File: src/rtl/mopshub_bus_init_sequencer.sv
// MOPSHUB CAN bus power-up and oscillator trim sequencer.
// Walks buses 0..n_buses-1: power pulse, settle, optional supervised trim.
module mopshub_bus_init_sequencer #(
  parameter int SETTLE_CYCLES = 16,
  parameter int TRIM_TIMEOUT  = 4096
) (
  input  logic        clk,
  input  logic        rst,
  input  logic        start,
  input  logic [4:0]  n_buses,
  input  logic        trim_en,
  input  logic        trim_done,
  output logic        power_bus_en,
  output logic [4:0]  power_bus_cnt,
  output logic        start_trim,
  output logic        end_power_init,
  output logic        busy,
  output logic [31:0] trim_fail
);

  localparam int SW = $clog2(SETTLE_CYCLES) + 1;
  localparam int TW = $clog2(TRIM_TIMEOUT) + 1;

  typedef enum logic [2:0] {
    IDLE,
    POWER,
    SETTLE,
    TRIM_REQ,
    TRIM_WAIT,
    NEXT,
    DONE
  } state_t;

  state_t      state;
  state_t      state_n;
  logic [4:0]  n_lat;
  logic        te_lat;
  logic [SW-1:0] scnt;
  logic [TW-1:0] tcnt;
  logic        settle_end;
  logic        tout;
  logic        last;

  assign settle_end = (scnt == SW'(SETTLE_CYCLES - 1));
  assign tout       = (tcnt == TW'(TRIM_TIMEOUT - 1));
  assign last       = (power_bus_cnt == n_lat - 5'd1);

  // State register
  always_ff @(posedge clk) begin
    if (rst) state <= IDLE;
    else     state <= state_n;
  end

  // Next-state decode
  always_comb begin
    state_n = state;
    unique case (state)
      IDLE: begin
        if (start) state_n = (n_buses == 5'd0) ? DONE : POWER;
      end
      POWER:    state_n = SETTLE;
      SETTLE: begin
        if (settle_end) state_n = te_lat ? TRIM_REQ : NEXT;
      end
      TRIM_REQ: state_n = TRIM_WAIT;
      TRIM_WAIT: begin
        if (trim_done || tout) state_n = NEXT;
      end
      NEXT:     state_n = last ? DONE : POWER;
      DONE:     state_n = IDLE;
      default:  state_n = IDLE;
    endcase
  end

  // Latched config, bus index, counters and trim failure flags
  always_ff @(posedge clk) begin
    if (rst) begin
      n_lat         <= '0;
      te_lat        <= 1'b0;
      power_bus_cnt <= '0;
      trim_fail     <= '0;
      scnt          <= '0;
      tcnt          <= '0;
    end else begin
      unique case (state)
        IDLE: begin
          if (start) begin
            n_lat         <= n_buses;
            te_lat        <= trim_en;
            trim_fail     <= '0;
            power_bus_cnt <= '0;
          end
        end
        POWER:    scnt <= '0;
        SETTLE:   scnt <= scnt + SW'(1);
        TRIM_REQ: tcnt <= '0;
        TRIM_WAIT: begin
          tcnt <= tcnt + TW'(1);
          if (!trim_done && tout) trim_fail[power_bus_cnt] <= 1'b1;
        end
        NEXT: begin
          if (!last) power_bus_cnt <= power_bus_cnt + 5'd1;
        end
        default: ;
      endcase
    end
  end

  // Moore outputs decoded from state
  always_comb begin
    power_bus_en   = (state == POWER);
    start_trim     = (state == TRIM_REQ);
    end_power_init = (state == DONE);
    busy           = (state != IDLE);
  end

endmodule

File: config.mk
export PLATFORM = sky130hd
export DESIGN_NAME = mopshub_bus_init_sequencer
export DESIGN_NICKNAME = d
export VERILOG_FILES = /design/src/rtl/mopshub_bus_init_sequencer.sv
export SDC_FILE = /design/constraint.sdc
export NUM_CORES = 1
export LEC_CHECK = 0
export ABC_AREA = 1
export ABC_CLOCK_PERIOD_IN_PS = 1700
export CAP_MARGIN = 20
export CELL_PAD_IN_SITES_DETAIL_PLACEMENT = 1
export CELL_PAD_IN_SITES_GLOBAL_PLACEMENT = 2
export CORE_UTILIZATION = 30
export CTS_CLUSTER_SIZE = 16
export DETAILED_ROUTE_END_ITERATION = 10
export PLACE_DENSITY = 0.92
export SLEW_MARGIN = 5
export SYNTH_ARGS = -nofsm -noshare
export SYNTH_HDL_FRONTEND = slang
export SYNTH_SLANG_ARGS = --single-unit
File: constraint.sdc
create_clock -name clk -period 1.7 [get_ports clk]
set_input_delay 0.17 -clock clk [delete_from_list [all_inputs] [get_ports clk]]
set_output_delay 0.17 -clock clk [all_outputs]
set_load 0.02 [all_outputs]
==> impl_metrics.py, run 1 <==
metrics = {
    "routing": {
        "wl_per_cell_um": 14.6,
        "antenna_left": 0,
        "wl_um": 8960,
        "drt_iter0_drc": 71,
        "first_pass_iters": 4,
        "vias": 2976,
        "vias_per_cell": 4.85,
        "drc": 0,
    },
    "min_path": {
        "worstHoldPathType": "flip-flop to flip-flop",
    },
    "yosys": {
        "synth_edf_count": 0,
        "ys.flop_type": "dfxtp_1",
        "syn_nets": 426,
        "syn_inst": 408,
        "ys_ff_latch": 64,
        "ys.warnings.count": 0,
        "ys_types": 33,
        "synthArstFlopShare_pct": 0,
        "synth-seq-area-share_pct": 42.5,
        "synth_area_mm2": 0.00301,
        "syn-mean-instance-area_um2": 7.39,
    },
    "grt": {
        "antenna_found_initial": 0,
        "grt_usage_pct": 17.8,
        "overflow": 0,
        "grt_pass1_vias": 2932,
        "grt_pass1_wl_um": 14200,
        "grt_max_degree": 33,
    },
    "die": {
        "fp.dieH_um": 102,
        "die-area_mm2": 0.0105,
        "start_util_pct": 30.8,
        "io_pins": 51,
        "rows": 36,
        "die_w_um": 102,
        "coreArea_mm2": 0.00977,
    },
    "critical_path": {
        "crit_buf_inv": 3,
        "worst-path-max-fanout": 4,
        "worstPathCellList": "inv_1 -> nand3_1 -> inv_1 -> dlygate4sd2_1",
        "cp.required_ns": 1.53,
        "cp_top_family": "buffers and inverters",
        "slowest_delay_ns": 0.35,
        "cp_slowest_cell": "dfxtp_1",
        "crit_arrival_ns": 1.46,
        "critical-path-top-cell-by-count": "inv_1",
        "crit_type": "flip-flop to output port",
        "start_kind": "flip-flop",
        "worstSetupEndpointType": "output port",
    },
    "clocking": {
        "cts_sinks": 64,
        "clockBufferDepth": 2,
        "clk_pin_slew_worst_paths_ns": 0.08,
        "cts-buffers-inserted": 9,
        "clock_latency_ns": 0.36,
        "clock-root-buffer": "clkbuf_8",
        "cts_hold_buf": 0,
        "h-tree-depth": 3,
        "cts_tree": "yes",
    },
    "placed_design": {
        "pre_cts_ws_ns": -0.0410,
        "gp_congestion": 0.750,
        "io_buffers": 50,
        "place_hpwl_um": 6440,
        "placed_cell_area_mm2": 0.00376,
    },
    "final_layout": {
        "area_delta_synth_final_pct": 35.2,
        "drive_above_1_share_pct": 18.7,
        "design_area_mm2": 0.00408,
        "diodes": 0,
        "layout.nets": 494,
        "final_common_cell": "nand2_1",
        "layout_common_cells": "nand2_1, dfxtp_1, nor2_1",
    },
    "timing": {
        "tightest_slew_ns": 0.378,
        "fin_skew_ns": 0.0109,
        "maxSlewViolCount": 0,
        "relSlewSlack_pct": 74.6,
        "max_freq_ghz": 0.614,
        "fin_crit_ns": 1.63,
        "finalCritPeriodShare_pct": 95.8,
        "finalSetupViolations": 0,
        "final_hold_viol_count": 0,
        "rsz0062_at_grt": "yes",
        "fin_ws_ns": 0.0717,
    },
    "pwr": {
        "p_total_mw": 4.94,
        "p_clk_share_pct": 28.2,
        "p_per_area_mw_per_mm2": 1210,
        "seq_power_share_pct": 35.6,
        "p_int_mw": 3.00,
        "p_leak_nw": 1.53,
        "peakVddDrop_mv": 0.501,
        "p_switching_mw": 1.94,
        "power_frac_comb_pct": 36.2,
        "p_sw_share_pct": 39.2,
    },
    "job": {
        "max_cap_violations": 0,
    },
    "status": {
        "status": "finished, final reports clean",
    },
}
## flip-flops by register name, indices dropped and copies added (netlist names)
name and flops:
trim_fail 32, tcnt 13, n_lat 5, power_bus_cnt 5, scnt 5, state 3, te_lat 1
## layout make-up
cell class	count	area (um2)
clock buffer	10	138
timing repair buffer	74	721
sequential	64	1290
fill	1203	5700
clock inverter	6	67.6
inverter	48	183
multi-input combinational	279	1510
tap	133	166
## path summary, 6_finish.rpt
kind | from | to | slack, ns | depth (start not counted)
setup reg to reg | n_lat[0] | power_bus_cnt[2] | 0.12 | 13
setup / recovery | state[2] | power_bus_en | 0.07 | 4
hold reg to reg | scnt[0] | scnt[0] | 0.46 | 1
hold / removal | scnt[0] | scnt[0] | 0.46 | 1
## power groups by stage
stage	Combinational, mW	Clock [mW]	Sequential (mW)
detailed placement	1.66	0	1.78
global route	1.98	1.47	1.77
finish	1.78	1.39	1.76
floorplan	1.08	0	1.79
global placement	1.61	0	1.77
CTS	1.68	1.42	1.75
## synth_stat cells (2+ instances only)
library cell	n	share of area, %
a31oi_1	24	5.0
inv_2	5	0.62
a221oi_1	3	0.87
nor3_1	9	1.5
a21oi_1	29	4.8
nand2_4	2	0.75
o21ai_1	4	0.66
inv_1	43	5.4
clkbuf_1	7	0.87
nand3_1	19	3.2
buf_2	5	0.83
ha_1	8	3.3
nand3_2	7	2.3
dfxtp_1	64	43
o22ai_1	2	0.42
nand2_2	6	1.2
a211oi_1	5	1.2
a21oi_2	5	1.5
nor2_2	5	1.0
nand4_1	4	0.83
o21ai_0	13	2.2
nor2_1	53	6.6
buf_4	3	0.75
nand2_1	74	9.2
## kinds of logic after synthesis
group,share of synthesized area (%)
AOI/OAI and AO/OA,17.1
buffers and inverters,8.92
and+or+nand+nor,27.6
xor gates and xnor gates,0.581
DFF,42.5
adders and majority gates,3.32
## what timing repair did
action                                  in CTS  in global routing
endpoints found under the setup margin       5                 35
gates cloned                                 0                  1
gates resized for setup                      9                 16
setup buffers                                0                  4
pin swaps                                    2                 10
## layer usage
layer | track usage [%] | vias to the layer above | wire length (um) | part of all wire, %
li1 | - | 1481 | - | -
met1 | 21.2 | 1437 | 4080 | 45
met2 | 31.5 | 45 | 4500 | 50
met3 | 2.87 | 13 | 214 | 2.4
met4 | 7.91 | 0 | 168 | 1.9
met5 | 0 | - | 0 | 0
## metrics by stage
| stage | cells | util (%) | hold WS, ns | TNS, ns |
|---|---|---|---|---|
| finish | 614 | 41.7 | 0.457 | 0 |
| global route | 614 | 41.7 | 0.476 | -0.0318 |
| CTS | 609 | 40.7 | 0.460 | 0 |
| detailed placement | 593 | 38.5 | 0.447 | -0.0410 |
| global placement | 593 | 38.5 | 0.439 | 0 |
| floorplan | 408 | - | 0.248 | 0 |
(Power assumes the default switching activity.)
==> inputs of run 2 (changes only) <==
--- a/config.mk
+++ b/config.mk
@@ -10,6 +10,7 @@
 export CAP_MARGIN = 20
 export CELL_PAD_IN_SITES_DETAIL_PLACEMENT = 1
 export CELL_PAD_IN_SITES_GLOBAL_PLACEMENT = 2
+export CORE_MARGIN = 2
 export CORE_UTILIZATION = 30
 export CTS_CLUSTER_SIZE = 16
 export DETAILED_ROUTE_END_ITERATION = 10
==> run 2 against run 1 <==
  * Sequential power is essentially flat
  * Register-to-register slack lost 0.06 ns
  * Highest routed layer unchanged
  * Critical endpoint is now power_bus_cnt[0]
  * Sequential cell count is the same
  * Largest power group unchanged
  * Clock-buffer cell count shrank 1
==> impl_metrics.py, run 2 (synthesis results as in run 1) <==
metrics = {
    "status": {
        "status": "finished, final reports clean",
    },
    "final_layout": {
        "largest_reg_flops": 32,
        "num-fill-cells": 1210,
        "final_cells": 617,
        "diodes": 0,
        "final_common_cell": "nand2_1",
        "layout.nets": 497,
        "area_delta_synth_final_pct": 35.6,
        "drive_above_1_share_pct": 19.2,
        "layout_common_cells": "nand2_1, dfxtp_1, nor2_1",
        "top_regs": "trim_fail (32), tcnt (13)",
        "regMostFlops": "trim_fail",
    },
    "clocking": {
        "clock_latency_ns": 0.34,
        "clockBufferDepth": 2,
        "cts_sinks": 64,
        "clk_pin_slew_worst_paths_ns": 0.08,
        "cts_tree": "yes",
        "cts-buffers-inserted": 9,
        "h-tree-depth": 3,
        "clock-root-buffer": "clkbuf_8",
    },
    "routing": {
        "vias": 3024,
        "drc": 0,
        "wl_um": 8860,
        "first_pass_iters": 4,
        "wl_per_cell_um": 14.4,
        "antenna_left": 0,
        "drt_iter0_drc": 71,
        "vias_per_cell": 4.90,
    },
    "placed_design": {
        "gp_congestion": 0.792,
        "io_buffers": 50,
        "place_hpwl_um": 6660,
        "place_inst": 597,
    },
    "grt": {
        "grt_usage_pct": 16.9,
        "grt_pass1_vias": 3143,
        "overflow": 0,
        "grt_max_degree": 33,
        "grt_pass1_wl_um": 14900,
        "antenna_found_initial": 0,
    },
    "die": {
        "rows": 36,
        "fp.dieH_um": 104,
        "die_w_um": 104,
        "io_pins": 51,
        "start_util_pct": 30.8,
        "coreArea_mm2": 0.00977,
        "die-area_mm2": 0.0109,
    },
    "critical_path": {
        "cp.required_ns": 1.97,
        "worstSetupEndpointType": "flip-flop",
        "crit_arrival_ns": 1.91,
        "crit_type": "flip-flop to flip-flop",
        "start_kind": "flip-flop",
        "worst-path-max-fanout": 7,
    },
    "timing": {
        "finalSetupViolations": 0,
        "hold_ws_ns": 0.457,
        "maxSlewViolCount": 0,
        "tightest_slew_ns": 0.389,
        "fin_skew_ns": 0.00680,
        "max_freq_ghz": 0.611,
        "rsz0062_at_grt": "yes",
        "finalCritPeriodShare_pct": 96.3,
        "fin_crit_ns": 1.64,
        "final_hold_viol_count": 0,
        "relSlewSlack_pct": 73.9,
    },
    "min_path": {
        "worstHoldPathType": "flip-flop to flip-flop",
    },
    "job": {
        "max_cap_violations": 0,
    },
    "pwr": {
        "p_per_area_mw_per_mm2": 1200,
        "p_leak_nw": 1.54,
        "peakVddDrop_mv": 0.403,
    },
}
==> run 2: cell types whose count changed in the layout (fill, tap and decap cells not counted), sizes merged <==
cell,before,now
dlygate4sd2,4,3
clkinv,2,3
buf,23,27
clkbuf,11,10
==> run 2: cell type report <==
type | instances | area (um2) | share of cell area, %
clock buffers | 9 | 124 | 3.03
clock inverters | 7 | 80.1 | 1.96
inverters | 48 | 183 | 4.47
multi-input cells | 279 | 1510 | 37.0
flip-flops and latches | 64 | 1290 | 31.5
well taps | 133 | 166 | 4.07
repair buffers | 77 | 734 | 18.0
==> run 2: metrics by stage <==
step / util, % / TNS, ns / area, um2 / worst slack [ns] / total power, mW
detailed placement: 38.9 / -0.0187 / 3800 / -0.0123 / 3.48
CTS: 41.1 / 0 / 4020 / 0.0238 / 4.86
global route: 41.8 / -0.334 / 4090 / -0.0736 / 5.23
global placement: 38.9 / 0 / 3800 / 0.0406 / 3.42
finish: 41.8 / 0 / 4090 / 0.0633 / 4.90
floorplan: - / 0 / 3010 / 0.227 / 2.87
==> run 2: final timing paths <==
path | startpoint | endpoint | slack, ns | depth (start not counted)
max | n_lat[0] | power_bus_cnt[0] | 0.06 | 12
min | trim_fail[23] | trim_fail[23] | 0.46 | 2
max reg2reg | n_lat[0] | power_bus_cnt[0] | 0.06 | 12
min reg2reg | trim_fail[23] | trim_fail[23] | 0.46 | 2
==> run 2: report_power, final <==
| group | internal, mW | switching (mW) | total [mW] |
|---|---|---|---|
| clock network | 0.689 | 0.672 | 1.36 |
| logic | 0.660 | 1.13 | 1.79 |
| registers | 1.62 | 0.131 | 1.75 |
| total | 2.97 | 1.93 | 4.90 |
==> run 2: worst max-delay path, cell delays in order (launching register included) <==
cell	delay (ns)
dfxtp_2	0.36
inv_4	0.05
ha_4	0.26
inv_2	0.03
nand2_1	0.05
nand2_1	0.04
nor2_1	0.10
nand2_1	0.08
nor2_2	0.15
nand2_2	0.08
nand2_4	0.11
nand2_4	0.09
a21oi_1	0.17
==> run 2: timing repair <==
item                                    4_1_cts  5_1_grt
setup buffers                                 0        4
pin swaps                                     0        3
hold buffers                                  0        0
gates resized for setup                       7       20
endpoints found under the hold margin         0        0
endpoints found under the setup margin        9       26
==> run 2: layer usage <==
metal	track usage (%)	routed length, um	vias to the layer above
met5	0	0	-
met4	6.66	141	0
met3	3.57	291	13
met2	30.6	4580	58
met1	19.2	3850	1458
li1	-	-	1495
